`src/rtl/serial_nibble_add_ctrl.sv`:
```
// Serial W-bit adder controller: sequences operands nibble by nibble through an external 4-bit adder.
// Optional feature macro SERIAL_ADD_OVF_EN adds the res_ovf two's-complement overflow output.
module serial_nibble_add_ctrl #(
  parameter int NIBBLES = 4
) (
  input  logic                   clk,
  input  logic                   rst_n,
  input  logic                   start_valid,
  output logic                   start_ready,
  input  logic [4*NIBBLES-1:0]   op_a,
  input  logic [4*NIBBLES-1:0]   op_b,
  input  logic                   op_cin,
  output logic [3:0]             add_a,
  output logic [3:0]             add_b,
  output logic                   add_cin,
  input  logic [3:0]             add_s,
  input  logic                   add_cout,
  output logic                   res_valid,
  input  logic                   res_ready,
  output logic [4*NIBBLES-1:0]   result,
`ifdef SERIAL_ADD_OVF_EN
  output logic                   res_ovf,
`endif
  output logic                   res_cout
);

  localparam int W     = 4 * NIBBLES;
  localparam int IDX_W = $clog2(NIBBLES);
  localparam logic [IDX_W-1:0] LAST_IDX = IDX_W'(NIBBLES - 1);

  typedef enum logic [1:0] {
    IDLE = 2'd0,
    RUN  = 2'd1,
    DONE = 2'd2
  } state_t;

  state_t           state_r;
  state_t           state_s;
  logic [IDX_W-1:0] idx_r;
  logic             carry_r;
  logic [W-1:0]     a_r;
  logic [W-1:0]     b_r;
  logic [W-1:0]     result_r;
  logic             res_cout_r;
  logic [3:0]       a_nib_s;
  logic [3:0]       b_nib_s;
  logic             last_s;

  assign last_s   = (idx_r == LAST_IDX);
  assign result   = result_r;
  assign res_cout = res_cout_r;

  // State register.
  always_ff @(posedge clk or negedge rst_n) begin
    if (!rst_n) begin
      state_r <= IDLE;
    end else begin
      state_r <= state_s;
    end
  end

  // Next-state logic; start_valid only matters in IDLE.
  always_comb begin
    state_s = state_r;
    case (state_r)
      IDLE: begin
        if (start_valid) begin
          state_s = RUN;
        end else begin
          state_s = IDLE;
        end
      end
      RUN: begin
        if (last_s) begin
          state_s = DONE;
        end else begin
          state_s = RUN;
        end
      end
      DONE: begin
        if (res_ready) begin
          state_s = IDLE;
        end else begin
          state_s = DONE;
        end
      end
      default: state_s = IDLE;
    endcase
  end

  // Select the operand nibbles addressed by idx (AND-OR mux, no priority).
  always_comb begin
    a_nib_s = 4'h0;
    b_nib_s = 4'h0;
    for (int i = 0; i < NIBBLES; i++) begin
      a_nib_s = a_nib_s | (a_r[4*i +: 4] & {4{idx_r == IDX_W'(i)}});
      b_nib_s = b_nib_s | (b_r[4*i +: 4] & {4{idx_r == IDX_W'(i)}});
    end
  end

  // Output decode: adder inputs are only driven while running.
  always_comb begin
    start_ready = 1'b0;
    res_valid   = 1'b0;
    add_a       = 4'h0;
    add_b       = 4'h0;
    add_cin     = 1'b0;
    case (state_r)
      IDLE: begin
        start_ready = 1'b1;
      end
      RUN: begin
        add_a   = a_nib_s;
        add_b   = b_nib_s;
        add_cin = carry_r;
      end
      DONE: begin
        res_valid = 1'b1;
      end
      default: begin
        start_ready = 1'b0;
      end
    endcase
  end

  // Operand capture, carry chain and nibble index.
  always_ff @(posedge clk or negedge rst_n) begin
    if (!rst_n) begin
      a_r     <= '0;
      b_r     <= '0;
      carry_r <= 1'b0;
      idx_r   <= '0;
    end else begin
      case (state_r)
        IDLE: begin
          if (start_valid) begin
            a_r     <= op_a;
            b_r     <= op_b;
            carry_r <= op_cin;
            idx_r   <= '0;
          end
        end
        RUN: begin
          carry_r <= add_cout;
          // Hold at the last nibble so idx never wraps within a run.
          if (!last_s) begin
            idx_r <= idx_r + IDX_W'(1);
          end
        end
        default: begin
          carry_r <= carry_r;
        end
      endcase
    end
  end

  // Result assembly; the previous sum is kept until the next run overwrites it.
  always_ff @(posedge clk or negedge rst_n) begin
    if (!rst_n) begin
      result_r   <= '0;
      res_cout_r <= 1'b0;
    end else begin
      if (state_r == RUN) begin
        for (int i = 0; i < NIBBLES; i++) begin
          if (idx_r == IDX_W'(i)) begin
            result_r[4*i +: 4] <= add_s;
          end
        end
        if (last_s) begin
          res_cout_r <= add_cout;
        end
      end
    end
  end

`ifdef SERIAL_ADD_OVF_EN
  logic ovf_r;

  // Signed overflow: like-signed operands whose sum sign differs.
  always_ff @(posedge clk or negedge rst_n) begin
    if (!rst_n) begin
      ovf_r <= 1'b0;
    end else begin
      if ((state_r == RUN) && last_s) begin
        ovf_r <= (a_r[W-1] == b_r[W-1]) && (add_s[3] != a_r[W-1]);
      end
    end
  end

  assign res_ovf = ovf_r;
`endif

endmodule

```
`config.mk`:
```
export PLATFORM = sky130hd
export DESIGN_NAME = serial_nibble_add_ctrl
export DESIGN_NICKNAME = d
export VERILOG_FILES = /design/src/rtl/serial_nibble_add_ctrl.sv
export SDC_FILE = /design/constraint.sdc
export NUM_CORES = 1
export LEC_CHECK = 0
export BUFFER_PORTS_ARGS = -buffer_cell sky130_fd_sc_hd__buf_2
export CAP_MARGIN = 10
export CORE_ASPECT_RATIO = 2
export CORE_MARGIN = 3
export CORE_UTILIZATION = 55
export DETAILED_ROUTE_END_ITERATION = 10
export PLACE_DENSITY = 0.84
export SLEW_MARGIN = 30
export SYNTH_ARGS = -nofsm -noshare
export SYNTH_HDL_FRONTEND = slang
export SYNTH_SLANG_ARGS = --single-unit
```
`constraint.sdc`:
```
create_clock -name clk -period 2.5 [get_ports clk]
set_input_delay 0.5 -clock clk [delete_from_list [all_inputs] [get_ports clk]]
set_output_delay 0.5 -clock clk [all_outputs]
set_load 0.01 [all_outputs]
```
==> report_table.html, run 1 <==
<table>
<tr><th>Metric</th><th>Value</th></tr>
<tr><th colspan="2">Routing</th></tr>
<tr><td>Number of DRC markers in iteration 0</td><td>27</td></tr>
<tr><td>Number of detailed-route iterations in the first pass</td><td>4</td></tr>
<tr><td>Count of vias placed by the detailed router</td><td>1,594</td></tr>
<tr><td>Wire length per cell</td><td>17.3 um</td></tr>
<tr><td>Post-route DRC violation count</td><td>0</td></tr>
<tr><td>Post-detailed-route count of antenna-violating nets</td><td>0</td></tr>
<tr><td>Routed via count divided by cell count</td><td>5.48</td></tr>
<tr><td>Detailed-route wire length</td><td>5020 um</td></tr>
<tr><th colspan="2">Yosys</th></tr>
<tr><td>Post-synthesis register bit count</td><td>54</td></tr>
<tr><td>Sequential cell area fraction in the yosys report</td><td>57.1%</td></tr>
<tr><td>Predominant post-synthesis flop cell</td><td>dfrtp_1</td></tr>
<tr><td>Top area cells in the synthesized netlist</td><td>dfrtp_1, mux2_2, a22oi_1, ha_1, a21oi_1</td></tr>
<tr><td>Count of warnings emitted by yosys</td><td>0</td></tr>
<tr><td>Net count after synthesis</td><td>213</td></tr>
<tr><td>Synth top area share</td><td>57.1%</td></tr>
<tr><td>Yosys top cell by area</td><td>dfrtp_1</td></tr>
<tr><td>Post-synth design cell area</td><td>2370 um2</td></tr>
<tr><td>Instance count of the mapped netlist</td><td>167</td></tr>
<tr><td>Post-synth cell types</td><td>25</td></tr>
<tr><td>Share of flip-flops with an asynchronous set or reset after synthesis</td><td>100%</td></tr>
<tr><td>Most common cell in the netlist</td><td>dfrtp_1</td></tr>
<tr><td>Mean cell area of the mapped netlist</td><td>14.2 um2</td></tr>
<tr><td>Number of enable flip-flop cells after synthesis</td><td>0</td></tr>
<tr><td>Most frequent cells after synthesis</td><td>dfrtp_1, mux2_2, a22oi_1</td></tr>
<tr><th colspan="2">Outcome</th></tr>
<tr><td>Result of the run</td><td>finished, final reports clean</td></tr>
<tr><th colspan="2">Die</th></tr>
<tr><td>Initial standard-cell utilization of the core</td><td>57.3%</td></tr>
<tr><td>Die ar.</td><td>5170 um2</td></tr>
<tr><td>Total I/O pin count</td><td>70</td></tr>
<tr><td>Floorplan die width</td><td>52.4 um</td></tr>
<tr><td>Area of the placeable core</td><td>4130 um2</td></tr>
<tr><td>Vertical die dimension</td><td>98.8 um</td></tr>
<tr><td>Placement row count</td><td>33</td></tr>
<tr><th colspan="2">Job</th></tr>
<tr><td>Count of maximum capacitance violations</td><td>0</td></tr>
<tr><th colspan="2">Worst setup path</th></tr>
<tr><td>Worst Path Required</td><td>2.00 ns</td></tr>
<tr><td>End of the worst register-to-register path</td><td>result[0]</td></tr>
<tr><td>Cell count of the worst reg-to-reg path</td><td>4</td></tr>
<tr><td>Worst R2R Start</td><td>idx_r[0]</td></tr>
<tr><td>Worst path arrival time</td><td>1.74 ns</td></tr>
<tr><td>Worst setup slack for register-to-register paths</td><td>0.83 ns</td></tr>
<tr><td>Peak fanout along the critical path</td><td>9</td></tr>
<tr><td>Crit path kind</td><td>flip-flop to primary output</td></tr>
<tr><td>Kind of start point of the critical path</td><td>flip-flop</td></tr>
<tr><td>Worst Setup End Kind</td><td>primary output</td></tr>
<tr><th colspan="2">Place</th></tr>
<tr><td>Routability-driven placement congestion ratio</td><td>0.710</td></tr>
<tr><td>Place WS</td><td>0.591 ns</td></tr>
<tr><td>DPL Wire Length</td><td>3850 um</td></tr>
<tr><td>Number of I/O port buffers</td><td>69</td></tr>
<tr><th colspan="2">Final layout</th></tr>
<tr><td>Fillers</td><td>319</td></tr>
<tr><td>Final-stage net count</td><td>285</td></tr>
<tr><td>Ant diodes</td><td>0</td></tr>
<tr><td>Layout cell share with drive strength beyond 1</td><td>54.4%</td></tr>
<tr><td>Synthesis-to-layout area growth</td><td>19.9%</td></tr>
<tr><th colspan="2">STA</th></tr>
<tr><td>Clk_skew</td><td>0.0118 ns</td></tr>
<tr><td>Worst-case setup margin in the final layout</td><td>0.256 ns</td></tr>
<tr><td>Sum of negative setup slack</td><td>0 ns</td></tr>
<tr><td>Max Freq</td><td>0.446 GHz</td></tr>
<tr><td>Hold violation count in the final report</td><td>0</td></tr>
<tr><td>Final worst path period share</td><td>89.7%</td></tr>
<tr><td>Time the worst path needs with I/O delays and setup</td><td>2.24 ns</td></tr>
<tr><td>Worst Tran Pin Value</td><td>0.524 ns</td></tr>
<tr><td>RSZ-0062 raised after global routing</td><td>no</td></tr>
<tr><td>Final Slew Violations</td><td>0</td></tr>
<tr><td>Final setup violation count</td><td>0</td></tr>
<tr><td>Max-slew headroom at the worst pin</td><td>65.1%</td></tr>
<tr><th colspan="2">CTS</th></tr>
<tr><td>CTS tree</td><td>yes</td></tr>
<tr><td>Maximum clock path buffer count</td><td>2</td></tr>
<tr><td>Post-CTS Repair Setup Buffers</td><td>0</td></tr>
<tr><td>Clock root buffer</td><td>clkbuf_8</td></tr>
<tr><td>Post-CTS clock slew at the launch and capture registers of the worst setup and hold paths</td><td>0.10 ns</td></tr>
<tr><td>Total clock buffers created by CTS</td><td>5</td></tr>
<tr><td># clock sinks</td><td>54</td></tr>
<tr><td>Cells resized by post-CTS repair</td><td>0</td></tr>
<tr><td>H-tree levels</td><td>2</td></tr>
<tr><td># hold bufs at CTS</td><td>0</td></tr>
<tr><td>Clock network latency to the later pin of the worst-skew pair</td><td>0.31 ns</td></tr>
<tr><th colspan="2">Global routing</th></tr>
<tr><td>Via count of the first global-routing pass</td><td>1,752</td></tr>
<tr><td>Initial antenna violation count</td><td>0</td></tr>
<tr><td>GRT Util Overall</td><td>22.0%</td></tr>
<tr><td>Global-route wire length before repair</td><td>8340 um</td></tr>
<tr><td>Pin count of the biggest net entering global routing</td><td>25</td></tr>
<tr><td>Grt ovf</td><td>0</td></tr>
<tr><th colspan="2">Pwr</th></tr>
<tr><td>Leakage power figure</td><td>1.33 nW</td></tr>
<tr><td>Pwr Density</td><td>1300 nW/um2</td></tr>
<tr><td>Worst ir drop on vdd</td><td>820 uV</td></tr>
<tr><th colspan="2">Min path</th></tr>
<tr><td>Class of the tightest hold or removal check</td><td>primary input to asynchronous set/reset pin</td></tr>
</table>
state kept, by name, summed over array words and instances, names as in the netlist:
signal	flops
a_r	16
b_r	16
result	16
idx_r	2
state_r	2
carry_r	1
res_cout	1
how the worst max path moves through the flow:
stage	end	slack, ns	depth (start not counted)	start
CTS	add_a[3]	0.23	5	idx_r[0]
global route	add_a[1]	0.07	4	idx_r[0]
detailed placement	add_a[3]	0.59	5	idx_r[0]
finish	add_a[1]	0.26	5	idx_r[0]
floorplan	add_a[0]	0.77	4	idx_r[0]
global placement	add_a[3]	0.63	4	idx_r[0]
cell type report:
| class | count | area [um2] | share of cell area, % |
|---|---|---|---|
| clock buffers | 6 | 72.6 | 2.56 |
| clock inverters | 1 | 7.51 | 0.265 |
| inverters | 4 | 15.0 | 0.529 |
| multi-input cells | 99 | 935 | 33.0 |
| flip-flops and latches | 54 | 1350 | 47.6 |
| well taps | 52 | 65.1 | 2.29 |
| repair buffers | 75 | 390 | 13.8 |
power by group:
group	switching, mW	total, mW	internal, mW
Sequential	0.247	1.57	1.32
Clock	0.261	0.453	0.192
Combinational	0.787	1.65	0.865
Total	1.29	3.68	2.38
routing by layer:
| layer | vias to the layer above | wire length (um) | global-route usage, % |
|---|---|---|---|
| met1 | 767 | 1860 | 25.0 |
| met2 | 66 | 2690 | 37.8 |
| met4 | 0 | 110 | 9.06 |
| li1 | 752 | - | - |
| met3 | 9 | 353 | 5.60 |
| met5 | - | 0 | 0 |
cell usage in the layout (no fill, tap or decap), drive strengths merged:
cell / netlist / final
a211o: 1 / 1
a21oi: 8 / 8
a221o: 1 / 1
a22oi: 16 / 16
and3: 2 / 2
buf: 5 / 75
clkbuf: 5 / 6
clkinvlp: 0 / 1
dfrtp: 54 / 54
ha: 4 / 4
inv: 4 / 4
mux2: 49 / 49
nand2b: 2 / 2
nand3b: 5 / 5
nand4bb: 1 / 1
nor2: 2 / 2
nor2b: 2 / 2
nor3b: 1 / 1
nor4b: 1 / 1
o21ai: 1 / 1
o21bai: 2 / 2
o311ai: 1 / 1
metrics by stage:
stage | instance area, um2 | utilization (%) | cells | hold slack (ns) | power (mW)
4_1_cts | 2840 | 68.7 | 291 | 0.172 | 3.72
2_1_floorplan | 2370 | - | 167 | 0.204 | 2.69
5_1_grt | 2840 | 68.7 | 291 | 0.187 | 3.95
3_5_place_dp | 2760 | 66.8 | 284 | 0.489 | 3.25
3_3_place_gp | 2760 | 66.8 | 284 | 0.488 | 3.19
6_report | 2840 | 68.7 | 291 | 0.160 | 3.68
kinds of logic (layout without fill, tap and decap cells):
logic type,count (synthesis),in the layout,share of synthesized area [%]
and+or+nand+nor,16,16,5.29
buffers and inverters,14,86,3.38
AOI/OAI and AO/OA,30,30,8.78
adders and majority gates,4,4,2.12
muxes,49,49,23.3
DFF,54,54,57.1
worst max-delay path, cell delays in order (launching register included):
cell and delay (ns):
dfrtp_1 0.44, inv_1 0.10, ha_1 0.40, a22oi_1 0.15
a21oi_1 0.19, buf_2 0.16
Note: power is estimated with default switching activity, not from simulation.
==> run 2: changes to the inputs <==
clock period = 2.8 ns   (was 2.5 ns; I/O delays follow)
==> report_table.html, run 2 (synthesized netlist as in run 1, its figures left out) <==
<table>
<tr><th>Metric</th><th>Value</th></tr>
<tr><th colspan="2">Die</th></tr>
<tr><td>Area of the placeable core</td><td>4130 um2 (unchanged)</td></tr>
<tr><td>Total I/O pin count</td><td>70 (unchanged)</td></tr>
<tr><td>Initial standard-cell utilization of the core</td><td>57.3% (unchanged)</td></tr>
<tr><td>Placement row count</td><td>33 (unchanged)</td></tr>
<tr><td>Die ar.</td><td>5170 um2 (unchanged)</td></tr>
<tr><td>Floorplan die width</td><td>52.4 um (unchanged)</td></tr>
<tr><td>Vertical die dimension</td><td>98.8 um (unchanged)</td></tr>
<tr><th colspan="2">CTS</th></tr>
<tr><td>Cells resized by post-CTS repair</td><td>0 (unchanged)</td></tr>
<tr><td>H-tree levels</td><td>2 (unchanged)</td></tr>
<tr><td>Clock root buffer</td><td>clkbuf_8</td></tr>
<tr><td>Maximum clock path buffer count</td><td>2 (unchanged)</td></tr>
<tr><td>Clock network latency to the later pin of the worst-skew pair</td><td>0.30 ns (about the same)</td></tr>
<tr><td># hold bufs at CTS</td><td>0 (unchanged)</td></tr>
<tr><td>Total clock buffers created by CTS</td><td>5 (unchanged)</td></tr>
<tr><td># clock sinks</td><td>54 (unchanged)</td></tr>
<tr><td>CTS tree</td><td>yes</td></tr>
<tr><td>Post-CTS clock slew at the launch and capture registers of the worst setup and hold paths</td><td>0.08 ns (-0.02 ns)</td></tr>
<tr><td>Post-CTS Repair Setup Buffers</td><td>0 (unchanged)</td></tr>
<tr><th colspan="2">STA</th></tr>
<tr><td>RSZ-0062 raised after global routing</td><td>no</td></tr>
<tr><td>Max Freq</td><td>0.431 GHz</td></tr>
<tr><td>Hold violation count in the final report</td><td>0 (unchanged)</td></tr>
<tr><td>Sum of negative setup slack</td><td>0 ns (unchanged)</td></tr>
<tr><td>Clk_skew</td><td>0.00764 ns (-0.00413 ns)</td></tr>
<tr><td>Max-slew headroom at the worst pin</td><td>64.9% (-0.24 points)</td></tr>
<tr><td>Final Slew Violations</td><td>0 (unchanged)</td></tr>
<tr><td>Worst Tran Pin Value</td><td>0.527 ns (+0.00357 ns)</td></tr>
<tr><td>Time the worst path needs with I/O delays and setup</td><td>2.32 ns</td></tr>
<tr><td>Final worst path period share</td><td>82.8%</td></tr>
<tr><td>Final setup violation count</td><td>0 (unchanged)</td></tr>
<tr><th colspan="2">Worst setup path</th></tr>
<tr><td>Cell family with most CP delay</td><td>flip-flops</td></tr>
<tr><td>Kind of start point of the critical path</td><td>flip-flop</td></tr>
<tr><td>Worst Setup End Kind</td><td>primary output</td></tr>
<tr><td>Cell Chain, Critical Path</td><td>inv_1 -&gt; ha_1 -&gt; a22oi_1 -&gt; a21oi_1 -&gt; buf_2</td></tr>
<tr><td>Worst setup slack for register-to-register paths</td><td>1.08 ns (+0.25 ns)</td></tr>
<tr><td>Worst path arrival time</td><td>1.76 ns (+0.02 ns)</td></tr>
<tr><td>End of the worst register-to-register path</td><td>a_r[15]</td></tr>
<tr><td>Worst setup path start</td><td>idx_r[0]</td></tr>
<tr><td>Worst Path Required</td><td>2.24 ns (+0.24 ns)</td></tr>
<tr><td>Crit path kind</td><td>flip-flop to primary output</td></tr>
<tr><td>Standard cell with the maximum stage delay on the critical path</td><td>dfrtp_1</td></tr>
<tr><td>Cell count of the worst reg-to-reg path</td><td>4 (unchanged)</td></tr>
<tr><td>Peak fanout along the critical path</td><td>9 (unchanged)</td></tr>
<tr><td>Number of buffers and inverters on the critical path</td><td>2 (unchanged)</td></tr>
<tr><td>Worst R2R Start</td><td>state_r[0]</td></tr>
<tr><td>Delay of the slowest cell on the worst path</td><td>0.44 ns (about the same)</td></tr>
<tr><th colspan="2">Global routing</th></tr>
<tr><td>Global-route wire length before repair</td><td>7800 um (-6.5%)</td></tr>
<tr><td>Pin count of the biggest net entering global routing</td><td>33 (+32%)</td></tr>
<tr><td>Grt ovf</td><td>0 (unchanged)</td></tr>
<tr><td>Via count of the first global-routing pass</td><td>1,685 (-3.8%)</td></tr>
<tr><td>Initial antenna violation count</td><td>0 (unchanged)</td></tr>
<tr><td>GRT Util Overall</td><td>20.6% (-1.4 points)</td></tr>
<tr><th colspan="2">Pwr</th></tr>
<tr><td>Pwr Density</td><td>1160 nW/um2 (-10%)</td></tr>
<tr><td>Worst ir drop on vdd</td><td>883 uV (+7.7%)</td></tr>
<tr><td>Leakage power figure</td><td>1.32 nW (-0.35%)</td></tr>
<tr><th colspan="2">Routing</th></tr>
<tr><td>Detailed-route wire length</td><td>5010 um (-0.36%)</td></tr>
<tr><td>Wire length per cell</td><td>17.4 um (+0.68%)</td></tr>
<tr><td>Post-detailed-route count of antenna-violating nets</td><td>0 (unchanged)</td></tr>
<tr><td>Number of detailed-route iterations in the first pass</td><td>4 (unchanged)</td></tr>
<tr><td>Count of vias placed by the detailed router</td><td>1,635 (+2.6%)</td></tr>
<tr><td>Number of DRC markers in iteration 0</td><td>21 (-22%)</td></tr>
<tr><td>Post-route DRC violation count</td><td>0 (unchanged)</td></tr>
<tr><td>Routed via count divided by cell count</td><td>5.68 (+3.6%)</td></tr>
<tr><th colspan="2">Final layout</th></tr>
<tr><td>Fillers</td><td>322 (+0.94%)</td></tr>
<tr><td>Most common cell after layout, fill and taps aside</td><td>buf_2</td></tr>
<tr><td>Final design utilization</td><td>68.4% (-0.30 points)</td></tr>
<tr><td>Ant diodes</td><td>0 (unchanged)</td></tr>
<tr><td>Final-stage net count</td><td>283 (-0.70%)</td></tr>
<tr><td>Most frequent cells in the layout</td><td>buf_2, dfrtp_1, mux2_2</td></tr>
<tr><td>Layout cell share with drive strength beyond 1</td><td>54.2% (-0.16 points)</td></tr>
<tr><td>Synthesis-to-layout area growth</td><td>19.4%</td></tr>
<tr><th colspan="2">Job</th></tr>
<tr><td>Count of maximum capacitance violations</td><td>0 (unchanged)</td></tr>
<tr><th colspan="2">Outcome</th></tr>
<tr><td>Result of the run</td><td>finished, final reports clean</td></tr>
<tr><th colspan="2">Place</th></tr>
<tr><td>DPL Wire Length</td><td>3810 um (-1.1%)</td></tr>
<tr><td>Number of I/O port buffers</td><td>69 (unchanged)</td></tr>
<tr><td>Routability-driven placement congestion ratio</td><td>0.719 (+1.2%)</td></tr>
<tr><th colspan="2">Min path</th></tr>
<tr><td>Class of the tightest hold or removal check</td><td>primary input to asynchronous set/reset pin</td></tr>
</table>
## run 2: cell type report
type	count	area (um2)	area share (%)
Sequential cell	54	1350	47.9
Multi-Input combinational cell	99	935	33.1
Timing Repair Buffer	73	375	13.3
Clock buffer	6	82.6	2.92
Tap cell	52	65.1	2.30
Inverter	4	15.0	0.532
## run 2: worst max path at each step
stage,to,slack (ns),depth (start not counted)
finish,add_a[3],0.48,5
global route,add_a[1],0.26,5
CTS,add_a[3],0.47,5
detailed placement,add_a[3],0.80,5
global placement,add_a[1],0.87,5
floorplan,add_a[0],1.01,4
## run 2: report_power, final
group	switching, mW	total [mW]	internal [mW]
combinational	0.690	1.45	0.761
clock	0.226	0.417	0.191
sequential	0.234	1.41	1.18
## run 2: stage by stage
step	setup slack (ns)	power, mW	instance area (um2)	std cells	hold slack [ns]
2_1_floorplan	1.01	2.41	2370	167	0.264
3_3_place_gp	0.867	2.83	2740	282	0.443
3_5_place_dp	0.805	2.89	2740	282	0.438
4_1_cts	0.469	3.31	2820	288	0.110
5_1_grt	0.265	3.50	2820	288	0.117
6_report	0.482	3.28	2820	288	0.111
## run 2: per-layer routing
layer  share of wire [%]  global-route usage (%)  vias to the layer above
met5                   0                       0                        -
met4                 1.7                    7.09                        0
met3                 6.6                    4.69                        9
met2                  55                    37.7                       70
met1                  37                    21.9                      809
li1                    -                       -                      747
==> run 3: changes to the inputs <==
CORE_UTILIZATION = 46   (was 55)
PLACE_DENSITY = 0.75   (was 0.84)
clock period = 1.9 ns   (was 2.8 ns; I/O delays follow)
==> report_table.html, run 3 (synthesized netlist as in run 1, its figures left out) <==
<table>
<tr><th>Metric</th><th>Value</th></tr>
<tr><th colspan="2">Routing</th></tr>
<tr><td>Top routing layer used</td><td>met4</td></tr>
<tr><td>Routed length on met3</td><td>327 um (-0.61%)</td></tr>
<tr><td>Post-detailed-route count of antenna-violating nets</td><td>0 (unchanged)</td></tr>
<tr><td>Routed via count divided by cell count</td><td>5.47 (-3.6%)</td></tr>
<tr><td>Wire length per cell</td><td>17.3 um (-0.33%)</td></tr>
<tr><td>Wire length on met1</td><td>1960 um (+6.8%)</td></tr>
<tr><td>Met2 wire length</td><td>2850 um (+3.7%)</td></tr>
<tr><td>Detailed-route wire length</td><td>5280 um (+5.6%)</td></tr>
<tr><td>Count of vias placed by the detailed router</td><td>1,669 (+2.1%)</td></tr>
<tr><td>Number of DRC markers in iteration 0</td><td>35 (+67%)</td></tr>
<tr><td>Number of detailed-route iterations in the first pass</td><td>4 (unchanged)</td></tr>
<tr><td>Post-route DRC violation count</td><td>0 (unchanged)</td></tr>
<tr><th colspan="2">Worst setup path</th></tr>
<tr><td>Capture point of the critical path</td><td>add_a[2]</td></tr>
<tr><td>Worst path arrival time</td><td>1.58 ns (-0.18 ns)</td></tr>
<tr><td>Cell count of the worst reg-to-reg path</td><td>6 (+2)</td></tr>
<tr><td>Worst setup slack for register-to-register paths</td><td>0.16 ns (-0.92 ns)</td></tr>
<tr><td>Kind of start point of the critical path</td><td>flip-flop</td></tr>
<tr><td>Worst setup path start</td><td>idx_r[1]</td></tr>
<tr><td>Crit path kind</td><td>flip-flop to primary output</td></tr>
<tr><td>Peak fanout along the critical path</td><td>9 (unchanged)</td></tr>
<tr><td>Worst Path Required</td><td>1.52 ns (-0.72 ns)</td></tr>
<tr><td>End of the worst register-to-register path</td><td>res_cout</td></tr>
<tr><td>Worst Setup End Kind</td><td>primary output</td></tr>
<tr><td>Worst R2R Start</td><td>idx_r[0]</td></tr>
<tr><th colspan="2">STA</th></tr>
<tr><td>Max Freq</td><td>0.510 GHz</td></tr>
<tr><td>Hold violation count in the final report</td><td>0 (unchanged)</td></tr>
<tr><td>Final setup violation count</td><td>6 (+6)</td></tr>
<tr><td>RSZ-0062 raised after global routing</td><td>yes</td></tr>
<tr><td>Clk_skew</td><td>0.00596 ns (-0.00168 ns)</td></tr>
<tr><td>Max-slew headroom at the worst pin</td><td>76.2% (+11 points)</td></tr>
<tr><td>Worst-case setup margin in the final layout</td><td>-0.0602 ns (-0.543 ns)</td></tr>
<tr><td>Time the worst path needs with I/O delays and setup</td><td>1.96 ns</td></tr>
<tr><td>Tightest hold margin</td><td>0.0446 ns (-0.0660 ns)</td></tr>
<tr><td>Final Slew Violations</td><td>0 (unchanged)</td></tr>
<tr><td>Sum of negative setup slack</td><td>-0.117 ns (-0.117 ns)</td></tr>
<tr><td>Final worst path period share</td><td>103%</td></tr>
<tr><td>Worst Tran Pin Value</td><td>0.357 ns (-0.170 ns)</td></tr>
<tr><th colspan="2">Outcome</th></tr>
<tr><td>Failing checks</td><td>setup timing</td></tr>
<tr><td>Result of the run</td><td>finished, violations left</td></tr>
<tr><th colspan="2">Die</th></tr>
<tr><td>Die ar.</td><td>6090 um2 (+18%)</td></tr>
<tr><td>Initial standard-cell utilization of the core</td><td>48.2% (-9.1 points)</td></tr>
<tr><td>Floorplan die width</td><td>56.7 um (+8.3%)</td></tr>
<tr><td>Placement row count</td><td>36 (+9.1%)</td></tr>
<tr><td>Area of the placeable core</td><td>4910 um2 (+19%)</td></tr>
<tr><td>Total I/O pin count</td><td>70 (unchanged)</td></tr>
<tr><td>Vertical die dimension</td><td>107 um (+8.8%)</td></tr>
<tr><th colspan="2">Place</th></tr>
<tr><td>Instance area at placement</td><td>2790 um2 (+1.7%)</td></tr>
<tr><td>Placed Instances</td><td>289 (+2.5%)</td></tr>
<tr><td>DPL Wire Length</td><td>3790 um (-0.56%)</td></tr>
<tr><td>Place WS</td><td>0.0412 ns (-0.763 ns)</td></tr>
<tr><td>Number of I/O port buffers</td><td>69 (unchanged)</td></tr>
<tr><td>Routability-driven placement congestion ratio</td><td>0.816 (+14%)</td></tr>
<tr><th colspan="2">Final layout</th></tr>
<tr><td>Non-filler instance count after layout</td><td>305 (+5.9%)</td></tr>
<tr><td>Final-stage net count</td><td>293 (+3.5%)</td></tr>
<tr><td>Final design utilization</td><td>62.2% (-6.2 points)</td></tr>
<tr><td>Layout cell share with drive strength beyond 1</td><td>62.9% (+8.7 points)</td></tr>
<tr><td>Most common cell after layout, fill and taps aside</td><td>buf_2</td></tr>
<tr><td>Ant diodes</td><td>0 (unchanged)</td></tr>
<tr><td>Most frequent cells in the layout</td><td>buf_2, dfrtp_1, mux2_2</td></tr>
<tr><td>Finished Cell Area</td><td>3060 um2 (+8.2%)</td></tr>
<tr><td>Synthesis-to-layout area growth</td><td>29.1%</td></tr>
<tr><th colspan="2">Global routing</th></tr>
<tr><td>Grt ovf</td><td>0 (unchanged)</td></tr>
<tr><td>Via count of the first global-routing pass</td><td>1,722 (+2.2%)</td></tr>
<tr><td>GRT Util Overall</td><td>17.8% (-2.8 points)</td></tr>
<tr><td>Global-route wire length before repair</td><td>8210 um (+5.3%)</td></tr>
<tr><td>Initial antenna violation count</td><td>0 (unchanged)</td></tr>
<tr><td>Pin count of the biggest net entering global routing</td><td>55 (+67%)</td></tr>
<tr><th colspan="2">CTS</th></tr>
<tr><td>CTS tree</td><td>yes</td></tr>
<tr><td>Maximum clock path buffer count</td><td>2 (unchanged)</td></tr>
<tr><td>Post-CTS clock slew at the launch and capture registers of the worst setup and hold paths</td><td>0.10 ns (+0.02 ns)</td></tr>
<tr><td># clock sinks</td><td>54 (unchanged)</td></tr>
<tr><td>Clock network latency to the later pin of the worst-skew pair</td><td>0.31 ns (about the same)</td></tr>
<tr><td>Total clock buffers created by CTS</td><td>5 (unchanged)</td></tr>
<tr><td>H-tree levels</td><td>2 (unchanged)</td></tr>
<tr><td>Clock root buffer</td><td>clkbuf_8</td></tr>
<tr><td># hold bufs at CTS</td><td>0 (unchanged)</td></tr>
<tr><th colspan="2">Pwr</th></tr>
<tr><td>Overall power after layout</td><td>5.31 mW (+62%)</td></tr>
<tr><td>Pwr Density</td><td>1740 nW/um2 (+49%)</td></tr>
<tr><td>Leakage power figure</td><td>1.39 nW (+5.3%)</td></tr>
<tr><td>Worst ir drop on vdd</td><td>1020 uV (+16%)</td></tr>
<tr><th colspan="2">Min path</th></tr>
<tr><td>Class of the tightest hold or removal check</td><td>primary input to asynchronous set/reset pin</td></tr>
<tr><th colspan="2">Job</th></tr>
<tr><td>Count of maximum capacitance violations</td><td>0 (unchanged)</td></tr>
</table>
-- run 3: cell types whose count changed in the layout (fill, tap and decap cells not counted), moves of 3 or more --
cell     before  now
a22oi_1      16    8
a22oi_2       0    8
buf_12        0    3
buf_4         4   10
ha_1          4    0
ha_4          0    4
-- run 3: worst min path at each step --
stage | from | to | slack, ns
finish | rst_n | b_r[7] | 0.04
global route | rst_n | b_r[7] | 0.05
CTS | rst_n | b_r[7] | 0.06
detailed placement | rst_n | b_r[7] | 0.40
global placement | rst_n | b_r[7] | 0.40
floorplan | rst_n | a_r[0] | 0.08
-- run 3: worst max-delay path, stage by stage (launching register included) --
cell,delay [ns]
dfrtp_2,0.48
inv_4,0.10
ha_4,0.21
a22oi_2,0.10
a21oi_1,0.21
buf_2,0.17
-- run 3: per-layer routing --
layer | up-vias | track usage [%]
met1 | 823 | 19.8
met4 | 0 | 9.17
met2 | 65 | 30.2
met3 | 11 | 5.04
met5 | - | 0
li1 | 770 | -
-- run 3: final cells by class --
cell class | instances | area (um2)
tap | 57 | 71.3
sequential | 54 | 1350
timing repair buffer | 83 | 492
clock inverter | 1 | 5.00
clock buffer | 7 | 86.3
fill | 391 | 1850
multi-input combinational | 99 | 1030
inverter | 4 | 20.0
-- run 3: timing repair --
| item | 4_1_cts | 5_1_grt |
|---|---|---|
| setup buffers | 4 | 4 |
| pin swaps | 2 | 1 |
| setup endpoints to repair | 8 | 8 |
| cloned | 0 | 0 |
| gates resized for setup | 14 | 12 |
-- run 3: where the power goes --
part / switching, mW / total (mW) / internal (mW)
logic: 1.11 / 2.51 / 1.40
clock network: 0.362 / 0.657 / 0.295
registers: 0.395 / 2.14 / 1.74
